==> src/rtl/uart_pkg.sv <==
// -----------------------------------------------------------------------------
// uart_pkg
// Shared UART definitions used by the receiver and the transmitter:
//   - FSM state encoding (IDLE/START/DATA/STOP), 2-bit legacy-compatible codes
//   - default bit period in clk cycles (217, e.g. 25 MHz / 115200 baud)
//   - helper to size the per-bit cycle counter
// No ports (package).
// -----------------------------------------------------------------------------
package uart_pkg;

    localparam int UART_CLKS_PER_BIT_DEFAULT = 217;

    localparam int         UART_STATE_W = 2;
    localparam logic [1:0] ST_IDLE      = 2'd0;
    localparam logic [1:0] ST_START     = 2'd1;
    localparam logic [1:0] ST_DATA      = 2'd2;
    localparam logic [1:0] ST_STOP      = 2'd3;

    // Width of a counter that runs 0 .. cpb-1.
    function automatic int uart_cnt_width(input int cpb);
        return (cpb > 1) ? $clog2(cpb) : 1;
    endfunction

endpackage

==> src/rtl/uart_sync2.sv <==
// -----------------------------------------------------------------------------
// uart_sync2
// Two-flop synchronizer for an asynchronous single-bit input.
// Ports:
//   clk   - clock
//   rst   - synchronous active-high reset (both flops load RESET_VAL)
//   d_i   - asynchronous input
//   q_o   - synchronized output (2 cycles of latency)
// Parameter RESET_VAL: value both flops take on reset (1 for an idle-high line).
// -----------------------------------------------------------------------------
module uart_sync2 #(
    parameter logic RESET_VAL = 1'b1
) (
    input  logic clk,
    input  logic rst,
    input  logic d_i,
    output logic q_o
);

    logic meta_q;
    logic sync_q;

    always_ff @(posedge clk) begin
        if (rst) begin
            meta_q <= RESET_VAL;
            sync_q <= RESET_VAL;
        end else begin
            meta_q <= d_i;
            sync_q <= meta_q;
        end
    end

    assign q_o = sync_q;

endmodule

==> src/rtl/uart_rx_8n1.sv <==
// -----------------------------------------------------------------------------
// uart_rx_8n1
// UART receiver, 8 data bits, no parity, 1 stop bit, LSB first, idle-high line.
// Ports:
//   clk     - single clock, all logic on the rising edge
//   rst     - synchronous active-high reset
//   rx      - asynchronous serial input
//   rxbyte  - last received byte, held until the next rxdone
//   rxdone  - one-cycle pulse, rxbyte valid in that cycle
//   rxbusy  - high whenever the receiver FSM is not IDLE
//   rxerror - one-cycle framing-error pulse (only with UART_RX_FRAME_ERR_EN)
// Parameter CLKS_PER_BIT: clk cycles per bit period, must be >= 4.
// Build option: define UART_RX_FRAME_ERR_EN to check the stop bit. A stop
// sample of 0 then raises rxerror instead of delivering the byte. Without the
// macro the rxerror port does not exist and every frame is delivered.
// -----------------------------------------------------------------------------
module uart_rx_8n1
    import uart_pkg::*;
#(
    parameter int CLKS_PER_BIT = UART_CLKS_PER_BIT_DEFAULT
) (
    input  logic       clk,
    input  logic       rst,
    input  logic       rx,
    output logic [7:0] rxbyte,
    output logic       rxdone,
    output logic       rxbusy
`ifdef UART_RX_FRAME_ERR_EN
    ,
    output logic       rxerror
`endif
);

    localparam int                CNT_W         = uart_cnt_width(CLKS_PER_BIT);
    localparam logic [CNT_W-1:0]  CNT_LAST      = CNT_W'(CLKS_PER_BIT - 1);
    // The start bit is checked half a bit after the edge; later samples are
    // then one full bit apart, which lands each of them mid-bit.
    localparam logic [CNT_W-1:0]  CNT_HALF_LAST = CNT_W'(CLKS_PER_BIT / 2 - 1);
    localparam logic [CNT_W-1:0]  CNT_ONE       = CNT_W'(1);

    // ---------------------------------------------------------------------
    // Input synchronization and falling-edge detection
    // ---------------------------------------------------------------------
    logic rx_s;
    logic rx_prev_q;
    logic rx_fall;

    uart_sync2 #(
        .RESET_VAL (1'b1)
    ) u_sync (
        .clk (clk),
        .rst (rst),
        .d_i (rx),
        .q_o (rx_s)
    );

    // rx_prev_q tracks rx_s in every state, so an edge that arrives right
    // after the stop sample is seen as soon as the FSM is back in IDLE.
    always_ff @(posedge clk) begin
        if (rst) begin
            rx_prev_q <= 1'b1;
        end else begin
            rx_prev_q <= rx_s;
        end
    end

    // Only a 1 -> 0 transition starts a frame; a line that merely stays low
    // (break, stuck line) never restarts the receiver.
    assign rx_fall = rx_prev_q & ~rx_s;

    // ---------------------------------------------------------------------
    // Receiver FSM
    // ---------------------------------------------------------------------
    logic [UART_STATE_W-1:0] state_q,  state_d;
    logic [CNT_W-1:0]        cnt_q,    cnt_d;
    logic [2:0]              bit_q,    bit_d;
    logic [7:0]              shift_q,  shift_d;
    logic [7:0]              rxbyte_q, rxbyte_d;
    logic                    done_q,   done_d;
`ifdef UART_RX_FRAME_ERR_EN
    logic                    err_q,    err_d;
`endif

    always_comb begin
        state_d  = state_q;
        cnt_d    = cnt_q;
        bit_d    = bit_q;
        shift_d  = shift_q;
        rxbyte_d = rxbyte_q;
        done_d   = 1'b0;
`ifdef UART_RX_FRAME_ERR_EN
        err_d    = 1'b0;
`endif

        case (state_q)
            ST_IDLE: begin
                cnt_d = '0;
                if (rx_fall) begin
                    state_d = ST_START;
                end
            end

            ST_START: begin
                if (cnt_q == CNT_HALF_LAST) begin
                    cnt_d = '0;
                    bit_d = 3'd0;
                    // Line back high at mid-start: a glitch, drop it silently.
                    state_d = rx_s ? ST_IDLE : ST_DATA;
                end else begin
                    cnt_d = cnt_q + CNT_ONE;
                end
            end

            ST_DATA: begin
                if (cnt_q == CNT_LAST) begin
                    cnt_d   = '0;
                    // LSB arrives first: shift right, new bit enters at [7].
                    shift_d = {rx_s, shift_q[7:1]};
                    bit_d   = bit_q + 3'd1;
                    if (bit_q == 3'd7) begin
                        state_d = ST_STOP;
                    end
                end else begin
                    cnt_d = cnt_q + CNT_ONE;
                end
            end

            ST_STOP: begin
                if (cnt_q == CNT_LAST) begin
                    cnt_d   = '0;
                    state_d = ST_IDLE;
`ifdef UART_RX_FRAME_ERR_EN
                    if (rx_s) begin
                        rxbyte_d = shift_q;
                        done_d   = 1'b1;
                    end else begin
                        err_d    = 1'b1;
                    end
`else
                    rxbyte_d = shift_q;
                    done_d   = 1'b1;
`endif
                end else begin
                    cnt_d = cnt_q + CNT_ONE;
                end
            end

            default: begin
                state_d = ST_IDLE;
                cnt_d   = '0;
            end
        endcase
    end

    always_ff @(posedge clk) begin
        if (rst) begin
            state_q  <= ST_IDLE;
            cnt_q    <= '0;
            bit_q    <= 3'd0;
            shift_q  <= 8'h00;
            rxbyte_q <= 8'h00;
            done_q   <= 1'b0;
`ifdef UART_RX_FRAME_ERR_EN
            err_q    <= 1'b0;
`endif
        end else begin
            state_q  <= state_d;
            cnt_q    <= cnt_d;
            bit_q    <= bit_d;
            shift_q  <= shift_d;
            rxbyte_q <= rxbyte_d;
            done_q   <= done_d;
`ifdef UART_RX_FRAME_ERR_EN
            err_q    <= err_d;
`endif
        end
    end

    // ---------------------------------------------------------------------
    // Outputs
    // ---------------------------------------------------------------------
    assign rxbyte = rxbyte_q;
    assign rxdone = done_q;
    assign rxbusy = (state_q != ST_IDLE);
`ifdef UART_RX_FRAME_ERR_EN
    assign rxerror = err_q;
`endif

endmodule

==> config.mk <==
export PLATFORM = sky130hd
export DESIGN_NAME = uart_rx_8n1
export DESIGN_NICKNAME = d
export VERILOG_FILES = /design/src/rtl/uart_pkg.sv /design/src/rtl/uart_sync2.sv /design/src/rtl/uart_rx_8n1.sv
export SDC_FILE = /design/constraint.sdc
export NUM_CORES = 1
export LEC_CHECK = 0
export CELL_PAD_IN_SITES_DETAIL_PLACEMENT = 0
export CELL_PAD_IN_SITES_GLOBAL_PLACEMENT = 1
export CORE_MARGIN = 8
export CORE_UTILIZATION = 47
export CTS_CLUSTER_DIAMETER = 30
export DETAILED_ROUTE_END_ITERATION = 12
export PLACE_DENSITY_LB_ADDON = 0.1
export RECOVER_POWER = 100
export SETUP_SLACK_MARGIN = 0.4
export SYNTH_ARGS = -nofsm -noshare
export SYNTH_HDL_FRONTEND = slang
export SYNTH_HIERARCHICAL = 1
export SYNTH_SLANG_ARGS = --single-unit
==> constraint.sdc <==
create_clock -name clk -period 3.9 [get_ports clk]
set_input_delay 0.78 -clock clk [delete_from_list [all_inputs] [get_ports clk]]
set_output_delay 0.78 -clock clk [all_outputs]
set_load 0.02 [all_outputs]
==> results by group, run 1 <==
Global routing
  • Initial antenna violation count: 0
  • First-pass GRT wire length: 5830 um
  • Pin count of the biggest net entering global routing: 25
  • Grt total ovfl: 0
  • All-Layer GR Usage: 0.137
  • Vias in the first global route: about 1300

Critical path
  • R2R Setup Slk: 1670 ps
  • Reg-to-Reg End: cnt_q[5]
  • Setup crit start kind: flop
  • Worst Path Arrival: 1980 ps
  • Worst r2r src: state_q[0]
  • Critical path origin: state_q[0]
  • R2R depth: 3
  • Setup crit end kind: output port
  • Crit-path max FO: 20
  • Critical path class: flop to output port
  • Required @ worst endpoint: about 3100 ps
  • Worst setup path end: rxbusy

Die
  • Die Span X: 73.6 um
  • Site Rows: 21
  • Total core area: roughly 3300 um^2
  • # IOs: 13
  • Die area: 5420 um^2
  • Die Y: ~74 um
  • Initial Util: 0.478

Place
  • DP HPWL: roughly 2200 um
  • DP Cell Count: 208
  • RD Place Congestion: between 0.7 and 0.8
  • Port Buf Inserts: 12
  • Post-DP Area: 1680 um^2

STA
  • Max_slew headroom: 0.431
  • F_max: around 0.36 GHz
  • Max-slew violation count: 0
  • Final hold viol count: 0
  • Final period utilization: 0.707
  • RSZ-0062 raised after global routing: false
  • Post-layout min period: 2760 ps
  • Worst hold slack: 418 ps
  • Skew final: 12.1 ps
  • # setup viols final: 0
  • Sum of negative setup slack: 0 ps
  • Slew of the pin with the lowest slew margin: 849 ps

Pwr
  • Clock power share: 0.425
  • Comb power frac: 0.031
  • Pint: 0.000498 W
  • Switching power total: 0.000132 W
  • Static leakage: around 0.55 nW
  • Sw Share: 0.209
  • Sequential Power Share: 0.545
  • Peak VDD IR: 211 uV
  • Power Dens Cells: between 300 and 400 nW/um^2

Cells and area
  • Share of cells above drive strength 1: 0.0941
  • Fin area: between 1500 and 2000 um^2
  • Fill cells: 327
  • Fin nets: 176
  • Layout Cells excl Fill: 216
  • Layout area overhead: 10.4%
  • Diodes inserted: 0
  • Most frequent cells in the layout: 33 x dfxtp_1, 19 x nand4_1, 19 x o31ai_1
  • Most common cell after layout, fill and taps aside: dfxtp_1

CTS
  • TritonCTS sink count: 33
  • Clk buf depth: 2
  • Clock transition at path regs: 100 ps
  • Htree depth: 2
  • Resize count post-CTS: 0
  • Root Buffer: clkbuf_4
  • Skew-Pair Late Insertion Delay: 340 ps
  • CTS Hold Bufs: 0
  • Post-CTS setup repair buffer count: 0
  • TritonCTS clock tree: built
  • CTS Buf Count: 5

Yosys
  • Part of the Yosys area used for sequential elements: 0.424
  • EDFF count, synth: 0
  • Mapped cell area: 1560 um^2
  • Ys async rst share: 0
  • Synth Warn #: 6
  • Post-Synthesis Cells: 165
  • Average cell area after synthesis: 9.45 um^2
  • FF+latch count, synth: 33
  • Mapped Nets: 172
  • Netlist cell types: 40
  • Primary FF master, synth: dfxtp_1

Drt
  • DRC Markers: 0
  • Wire per inst: around 16 um
  • DRT Pass-1 Iters: 4
  • Antenna Nets Post-Route: 0
  • Total number of vias: 1297
  • Iter 0 DRT Violations: 129
  • Via density: 6.00
  • Post-Route WL: 3470 um

Run status
  • Outcome: complete, no violations

Flow run
  • Maxcap violations: 0

Hold path
  • Worst hold path class: flop to flop
power by group through the flow:
stage	clock network [W]	registers, W	logic [W]
after floorplan	0	0.000348	0.0000173
after global placement	0	0.000350	0.0000207
after detailed placement	0	0.000351	0.0000214
after CTS	0.000274	0.000343	0.0000215
after global routing	0.000291	0.000344	0.0000212
final	0.000267	0.000343	0.0000192
kinds of logic (layout without fill, tap and decap cells):
logic type      count (synthesis)  in the layout  synth area share
simple gates                   50             50             0.218
buf+inv                        23             28            0.0634
compound gates                 52             52             0.246
fa+ha+maj                       4              4            0.0321
flops                          33             33             0.424
xor+xnor                        3              3            0.0169
synth_stat cells (2+ instances only):
cell type	count	share of area
xor2_1	2	0.011
o41ai_1	2	0.011
nand4_1	19	0.076
nand3_1	2	0.0064
or2_2	2	0.0080
a221oi_2	3	0.029
inv_1	6	0.014
ha_1	4	0.032
o31ai_1	19	0.091
nand2_1	3	0.0072
buf_2	7	0.022
nor2_1	2	0.0048
nor2b_1	2	0.0080
clkbuf_1	9	0.022
nand4b_1	2	0.011
nor3_1	2	0.0064
dfxtp_1	33	0.42
a21oi_1	17	0.055
a211oi_1	5	0.024
or2_1	2	0.0080
or3_1	2	0.0080
o21ai_0	2	0.0064
registers in the layout (all words and copies together) (netlist names), named ones only:
signal and cells:
state_q 1, rx_prev_q 1, u_sync/meta_q 1, rxdone 1
u_sync/q_o 1, cnt_q 8, rxbyte 8, bit_q 3
shift_q 8
worst max-delay path, cell delays in order (launching register included):
cell	delay [ps]
dfxtp_1	750
or2_2	220
dlygate4sd3_1	670
how the worst min path moves through the flow:
stage / from / endpoint / slack, ps / cells past startpoint
after global routing: u_sync/meta_q / u_sync/q_o / 440 / 1
final: u_sync/meta_q / u_sync/q_o / 420 / 1
after global placement: u_sync/meta_q / u_sync/q_o / 400 / 1
after CTS: u_sync/meta_q / u_sync/q_o / 420 / 1
after detailed placement: u_sync/meta_q / u_sync/q_o / 390 / 1
after floorplan: u_sync/meta_q / u_sync/q_o / 380 / 1
metrics by stage:
stage           util  setup slack [ps]  power (W)
6_report       0.528              1140   0.000629
4_1_cts        0.540              1210   0.000638
2_1_floorplan      -              2150   0.000365
3_5_place_dp   0.514              1470   0.000372
3_3_place_gp   0.514              1530   0.000371
5_1_grt        0.528              1040   0.000656
layer usage:
metal | vias up | track usage | wire length (um)
met1 | 629 | 0.152 | 1610
met5 | - | 0 | 0
li1 | 644 | - | -
met2 | 19 | 0.236 | 1670
met4 | 0 | 0.0532 | 54
met3 | 5 | 0.0423 | 139
layout make-up:
class                           instances  area (um^2)  area share
Clock buffer                            7         55.1      0.0320
Clock inverter                          1         30.0      0.0174
Inverter                                6         22.5      0.0131
Multi-Input combinational cell        109          764       0.444
Sequential cell                        33          661       0.384
Tap cell                               46         57.6      0.0334
Timing Repair Buffer                   14          131      0.0763
Note: power is estimated with default switching activity, not from simulation.
==> inputs of run 2 (changes only) <==
--- a/config.mk
+++ b/config.mk
@@ -8,7 +8,7 @@
 export CELL_PAD_IN_SITES_DETAIL_PLACEMENT = 0
 export CELL_PAD_IN_SITES_GLOBAL_PLACEMENT = 1
 export CORE_MARGIN = 8
-export CORE_UTILIZATION = 47
+export CORE_UTILIZATION = 39
 export CTS_CLUSTER_DIAMETER = 30
 export DETAILED_ROUTE_END_ITERATION = 12
 export PLACE_DENSITY_LB_ADDON = 0.1
==> constraint.sdc (replaced) <==
create_clock -name clk -period 2.5 [get_ports clk]
set_input_delay 0.5 -clock clk [delete_from_list [all_inputs] [get_ports clk]]
set_output_delay 0.5 -clock clk [all_outputs]
set_load 0.02 [all_outputs]
==> run 2 against run 1 <==
Worst setup slack got worse by 740 ps. Combinational power rose by 100%. Worst hold slack got worse by 10 ps. Critical endpoint unchanged. Largest power group unchanged. Global-route usage fell by 1.4 points. Cell area rose by 2.7%. Sequential power rose by 55%. Critical path depth did not move. Sequential share of layout area fell by 0.93 points. Wire length rose by 3.0%. Largest cell class unchanged. Cell count rose by 3.7%.
==> results by group, run 2 (synthesis gave the netlist of run 1 again) <==
Critical path
  • Worst r2r src: cnt_q[0] (was state_q[0])
  • CP peak stage delay: 650 ps (was 750 ps)
  • Setup crit end kind: output port (unchanged)
  • Worst Path Arrival: 1600 ps (was 1980 ps)
  • Worst path slowest cell: dlygate4sd3_1 (was dfxtp_1)
  • Required @ worst endpoint: 2000 ps (was 3120 ps)
  • R2R Setup Slk: 550 ps (was 1670 ps)
  • R2R depth: 6 (was 3)
  • Crit-path max FO: 9 (was 20)
  • Setup crit start kind: flop (unchanged)
  • Reg-to-Reg End: shift_q[2] (was cnt_q[5])
  • Crit-path cells: or2_2 > dlygate4sd3_1 (unchanged)
  • Critical path class: flop to output port (unchanged)

CTS
  • CTS Buf Count: 5 (unchanged)
  • Post-CTS setup repair buffer count: 0 (unchanged)
  • Root Buffer: clkbuf_8 (was clkbuf_4)
  • TritonCTS clock tree: built (unchanged)
  • TritonCTS sink count: 33 (unchanged)
  • Skew-Pair Late Insertion Delay: 290 ps (was 340 ps)
  • Clk buf depth: 2 (unchanged)
  • Clock transition at path regs: 70 ps (was 100 ps)
  • Htree depth: 2 (unchanged)

Cells and area
  • Diodes inserted: 0 (unchanged)
  • Fill cells: 414 (was 327)
  • Most frequent cells in the layout: 32 x dfxtp_1, 19 x nand4_1, 19 x o31ai_1 (was 33 x dfxtp_1, 19 x nand4_1, 19 x o31ai_1)
  • Fin nets: 180 (was 176)
  • Sequential Area: 662 um^2 (was 661 um^2)
  • Layout area overhead: 13.4% (was 10.4%)
  • Most common cell after layout, fill and taps aside: dfxtp_1 (unchanged)
  • Share of cells above drive strength 1: 0.126 (was 0.0941)
  • Area of the multi-input gates: 781 um^2 (was 764 um^2)

STA
  • Post-layout min period: 2100 ps
  • Final period utilization: 0.839
  • Worst hold slack: 408 ps (was 418 ps)
  • F_max: 0.477 GHz
  • Skew final: 5.42 ps (was 12.1 ps)
  • # setup viols final: 0 (unchanged)
  • Slew of the pin with the lowest slew margin: 826 ps (was 849 ps)
  • RSZ-0062 raised after global routing: false (unchanged)
  • Sum of negative setup slack: 0 ps (unchanged)
  • Max_slew headroom: 0.449 (was 0.431)
  • Max-slew violation count: 0 (unchanged)
  • Final hold viol count: 0 (unchanged)

Drt
  • Wire per inst: 16.0 um (was 16.1 um)
  • Total number of vias: 1325 (was 1297)
  • Iter 0 DRT Violations: 138 (was 129)
  • Antenna Nets Post-Route: 0 (unchanged)
  • Via density: 5.92 (was 6.00)
  • DRC Markers: 0 (unchanged)
  • DRT Pass-1 Iters: 4 (unchanged)
  • Post-Route WL: 3570 um (was 3470 um)

Pwr
  • Clock power share: 0.404 (was 0.425)
  • Switching power total: 0.000221 W (was 0.000132 W)
  • Sw Share: 0.231 (was 0.209)
  • Power Dens Cells: 540 nW/um^2 (was 366 nW/um^2)
  • Comb power frac: 0.040 (was 0.031)
  • Pwr Total: 0.000955 W (was 0.000629 W)
  • Sequential Power Share: 0.556 (was 0.545)
  • Static leakage: 0.595 nW (was 0.555 nW)
  • Peak VDD IR: 196 uV (was 211 uV)
  • Pint: 0.000735 W (was 0.000498 W)

Global routing
  • All-Layer GR Usage: 0.123 (was 0.137)
  • Pin count of the biggest net entering global routing: 24 (was 25)
  • Initial antenna violation count: 0 (unchanged)
  • First-pass GRT wire length: 6180 um (was 5830 um)
  • Vias in the first global route: 1273 (was 1271)
  • Grt total ovfl: 0 (unchanged)

Hold path
  • HP Start: u_sync/meta_q (unchanged)
  • Worst-case hold path end point: u_sync/q_o (unchanged)
  • Worst hold path class: flop to flop (unchanged)
  • Hold path cells: 1 (unchanged)

Die
  • Die Span X: 79.2 um (was 73.6 um)
  • Site Rows: 23 (was 21)
  • Die area: 6280 um^2 (was 5420 um^2)
  • # IOs: 13 (unchanged)
  • Initial Util: 0.398 (was 0.478)
  • Total core area: 3910 um^2 (was 3260 um^2)
  • Die Y: 79.2 um (was 73.6 um)

Flow run
  • Maxcap violations: 0 (unchanged)

Place
  • Port Buf Inserts: 12 (unchanged)
  • RD Place Congestion: 0.700 (was 0.722)
  • DP HPWL: 2360 um (was 2170 um)

Run status
  • Outcome: complete, no violations (unchanged)
==> run 2: changes by cell type in the layout (fill, tap and decap cells not counted), sizes merged <==
cell	previous run	this run
buf	1	4
bufinv	1	0
clkinv	0	2
==> run 2: area by class of cell <==
class,count,area share
clock buffer,6,0.0410
clock inverter,2,0.00566
inverter,6,0.0127
multi-input combinational,109,0.442
sequential,33,0.374
tap,50,0.0354
timing repair buffer,18,0.0892
==> run 2: critical path: cells and delay by family, from the launching register on <==
kind / cells / cell delay (ps)
DFF: 1 / 370
buffers and inverters: 1 / 650
and+or+nand+nor: 1 / 290
==> run 2: power groups by stage <==
stage	Sequential, W	Clock [W]	Combinational [W]
floorplan	0.000542	0	0.0000270
global placement	0.000543	0	0.0000406
detailed placement	0.000543	0	0.0000413
CTS	0.000531	0.000397	0.0000413
global route	0.000531	0.000431	0.0000417
finish	0.000531	0.000386	0.0000384
==> run 2: timing repair <==
action                     CTS  global route
hold endpoints to repair     0             0
resized for setup            0             1
hold buffers                 0             0
setup endpoints to repair    0             1
==> run 2: per-stage QoR <==
step           utilization  cell area (um^2)  cells  setup WS, ps
2_1_floorplan            -              1560    165          1030
3_3_place_gp         0.437              1710    216           768
3_5_place_dp         0.437              1710    216           707
4_1_cts              0.458              1790    224           431
5_1_grt              0.452              1770    224           343
6_report             0.452              1770    224           402
==> run 2: how the worst max path moves through the flow <==
stage | start | to | slack [ps] | cells past startpoint
2_1_floorplan | state_q[0] | rxbusy | 1030 | 3
3_3_place_gp | flop | rxbusy | 770 | 2
3_5_place_dp | flop | bit_q[0] | 710 | 3
4_1_cts | flop | rxbusy | 430 | 2
5_1_grt | flop | rxbusy | 340 | 2
6_report | flop | rxbusy | 400 | 2
==> run 2: routing by layer <==
metal / up-vias / track usage / part of all wire
met4: 0 / 0.0500 / 0.017
met5: - / 0 / 0
met3: 7 / 0.0440 / 0.040
met1: 642 / 0.137 / 0.44
met2: 20 / 0.206 / 0.50
li1: 656 / - / -
==> inputs of run 3 (changes only) <==
--- a/config.mk
+++ b/config.mk
@@ -8,7 +8,7 @@
 export CELL_PAD_IN_SITES_DETAIL_PLACEMENT = 0
 export CELL_PAD_IN_SITES_GLOBAL_PLACEMENT = 1
 export CORE_MARGIN = 8
-export CORE_UTILIZATION = 39
+export CORE_UTILIZATION = 44
 export CTS_CLUSTER_DIAMETER = 30
 export DETAILED_ROUTE_END_ITERATION = 12
 export PLACE_DENSITY_LB_ADDON = 0.1
==> constraint.sdc (replaced) <==
create_clock -name clk -period 2.19 [get_ports clk]
set_input_delay 0.438 -clock clk [delete_from_list [all_inputs] [get_ports clk]]
set_output_delay 0.438 -clock clk [all_outputs]
set_load 0.02 [all_outputs]
==> run 3 against run 2 <==
Register-to-register slack lost 80 ps. Combinational power up 11%. First-iteration DRC count up 17%. Wire length down 3.4%. Utilization is 7.1 points higher. Critical endpoint unchanged. Sequential power increased by 14%. Power is 18% higher. Critical path depth unchanged. Sequential cell count did not move. Clock power rose by 23%. Non-clock buffer count is 2 higher. Cell count decreased by 0.89%.
==> results by group, run 3 (synthesis gave the netlist of run 1 again) <==
Critical path
  • Required @ worst endpoint: 1750 ps (was 2000 ps)
  • Worst Path Arrival: 1350 ps (was 1600 ps)
  • WP buf/inv: 1 (unchanged)
  • Critical path class: flop to output port (unchanged)
  • Crit-path max FO: 9 (unchanged)
  • Worst path slowest cell: dfxtp_4 (was dlygate4sd3_1)
  • Setup crit end kind: output port (unchanged)
  • Number of stages on the worst setup path: 2 (unchanged)
  • Setup crit start kind: flop (unchanged)
  • Top Family by Delay on Critical Path: flip-flops (was buffers and inverters)
  • CP peak stage delay: 390 ps (was 650 ps)
  • R2R depth: 5 (was 6)
  • Crit-path cells: or2_2 > clkdlybuf4s25_1 (was or2_2 > dlygate4sd3_1)
  • R2R Setup Slk: 470 ps (was 550 ps)

STA
  • Post-layout min period: about 1800 ps
  • # setup viols final: 0 (unchanged)
  • Worst hold slack: 414 ps (was 408 ps)
  • Sum of negative setup slack: 0 ps (unchanged)
  • F_max: 0.560 GHz
  • Skew final: 12.7 ps (was 5.42 ps)
  • Slew of the pin with the lowest slew margin: 574 ps (was 826 ps)
  • Final worst setup slack: 403 ps (was 402 ps)
  • Final hold viol count: 0 (unchanged)
  • RSZ-0062 raised after global routing: true (was false)
  • Max_slew headroom: 0.617 (was 0.449)
  • Max-slew violation count: 0 (unchanged)
  • Final period utilization: 0.816

Place
  • RD Place Congestion: 0.822 (was 0.700)
  • Port Buf Inserts: 12 (unchanged)
  • DP HPWL: 2280 um (was 2360 um)
  • Post-placement setup slack: 460 ps (was 707 ps)

Drt
  • M1 WL: 1590 um (about the same)
  • Antenna Nets Post-Route: 0 (unchanged)
  • Met2 routed WL: 1650 um (was 1780 um)
  • Post-Route WL: 3450 um (was 3570 um)
  • Highest routed metal layer: met4 (unchanged)
  • Wire per inst: 15.5 um (was 16.0 um)
  • Via density: 5.99 (was 5.92)
  • DRC Markers: 0 (unchanged)
  • Iter 0 DRT Violations: 161 (was 138)
  • Routed wl met3: 167 um (was 143 um)
  • DRT Pass-1 Iters: 4 (unchanged)
  • Total number of vias: 1329 (was 1325)

Pwr
  • Sequential Power Share: 0.538 (was 0.556)
  • Switching power total: 0.000234 W (was 0.000221 W)
  • Static leakage: 0.585 nW (was 0.595 nW)
  • Comb power frac: 0.038 (was 0.040)
  • Sw Share: 0.209 (was 0.231)
  • Peak VDD IR: 322 uV (was 196 uV)
  • Pint: 0.000889 W (was 0.000735 W)
  • Power Dens Cells: 639 nW/um^2 (was 540 nW/um^2)
  • Clock power share: 0.423 (was 0.404)

Cells and area
  • Final core occ: 0.523 (was 0.452)
  • Most frequent cells in the layout: 32 x dfxtp_1, 19 x nand4_1, 19 x o31ai_1 (unchanged)
  • Share of cells above drive strength 1: 0.125 (was 0.126)
  • Fill cells: 346 (was 414)
  • Sequential Area: 664 um^2 (was 662 um^2)
  • Fin nets: 182 (was 180)
  • Most common cell after layout, fill and taps aside: dfxtp_1 (unchanged)
  • Area of the multi-input gates: 774 um^2 (was 781 um^2)
  • Layout area overhead: 12.8% (was 13.4%)
  • Diodes inserted: 0 (unchanged)

Die
  • # IOs: 13 (unchanged)
  • Die area: 5700 um^2 (was 6280 um^2)
  • Initial Util: 0.464 (was 0.398)
  • Die Y: 75.5 um (was 79.2 um)
  • Site Rows: 21 (was 23)
  • Die Span X: 75.5 um (was 79.2 um)
  • Total core area: 3360 um^2 (was 3910 um^2)

CTS
  • TritonCTS sink count: 33 (unchanged)
  • CTS Buf Count: 5 (unchanged)
  • TritonCTS clock tree: built (unchanged)
  • Clock transition at path regs: 90 ps (was 70 ps)
  • Clk buf depth: 2 (unchanged)
  • Root Buffer: clkbuf_4 (was clkbuf_8)
  • CTS Hold Bufs: 0 (unchanged)
  • Htree depth: 2 (unchanged)
  • Skew-Pair Late Insertion Delay: 330 ps (was 290 ps)

Global routing
  • Vias in the first global route: 1259 (was 1273)
  • Initial antenna violation count: 0 (unchanged)
  • Pin count of the biggest net entering global routing: 22 (was 24)
  • Grt total ovfl: 0 (unchanged)
  • All-Layer GR Usage: 0.137 (was 0.123)
  • First-pass GRT wire length: 6020 um (was 6180 um)

Hold path
  • Worst hold path class: flop to flop (unchanged)
  • Hold path cells: 1 (unchanged)

Run status
  • Outcome: complete, no violations (unchanged)

Flow run
  • Maxcap violations: 0 (unchanged)
## run 3: cell count changes in the layout (fill, tap and decap cells not counted), moves of 2 or more
cell	previous run	this run
clkbuf_4	0	5
clkbuf_8	5	1
dlygate4sd3_1	11	7
clkbuf_1	3	6
buf_4	4	6
clkinv_2	2	0
## run 3: per-stage QoR
stage	total power, W	cells	instance area [um^2]
6_report	0.00112	222	1760
3_5_place_dp	0.000667	214	1720
2_1_floorplan	0.000650	165	1560
3_3_place_gp	0.000666	214	1720
4_1_cts	0.00114	222	1810
5_1_grt	0.00118	222	1760
## run 3: final timing paths
kind	from	endpoint
worst max-delay path	flop	rxbusy
worst min-delay path	u_sync/meta_q	u_sync/q_o
worst max register to register	state_q[0]	rxbyte[7]
worst min register to register	u_sync/meta_q	u_sync/q_o
## run 3: layout make-up
type                            instances  area share
Timing Repair Buffer                   20      0.0875
Clock inverter                          1      0.0171
Inverter                                6      0.0128
Multi-Input combinational cell        109       0.441
Tap cell                               46      0.0327
Sequential cell                        33       0.378
Clock buffer                            7      0.0313
## run 3: power by group through the flow
stage | sequential, W | clock, W | combinational (W)
3_3_place_gp | 0.000620 | 0 | 0.0000456
5_1_grt | 0.000605 | 0.000524 | 0.0000473
2_1_floorplan | 0.000619 | 0 | 0.0000308
3_5_place_dp | 0.000620 | 0 | 0.0000469
6_report | 0.000605 | 0.000476 | 0.0000428
4_1_cts | 0.000606 | 0.000489 | 0.0000462
## run 3: what timing repair did
action | in CTS | in global routing
endpoints found under the setup margin | 1 | 4
gates cloned | 0 | 0
hold endpoints to repair | 0 | 0
buffers inserted | 0 | 0
gates resized for setup | 2 | 5
## run 3: metal layers
layer / vias to the layer above / track usage
met5: - / 0
met1: 634 / 0.161
met3: 6 / 0.0487
li1: 665 / -
met4: 0 / 0.0512
met2: 24 / 0.224
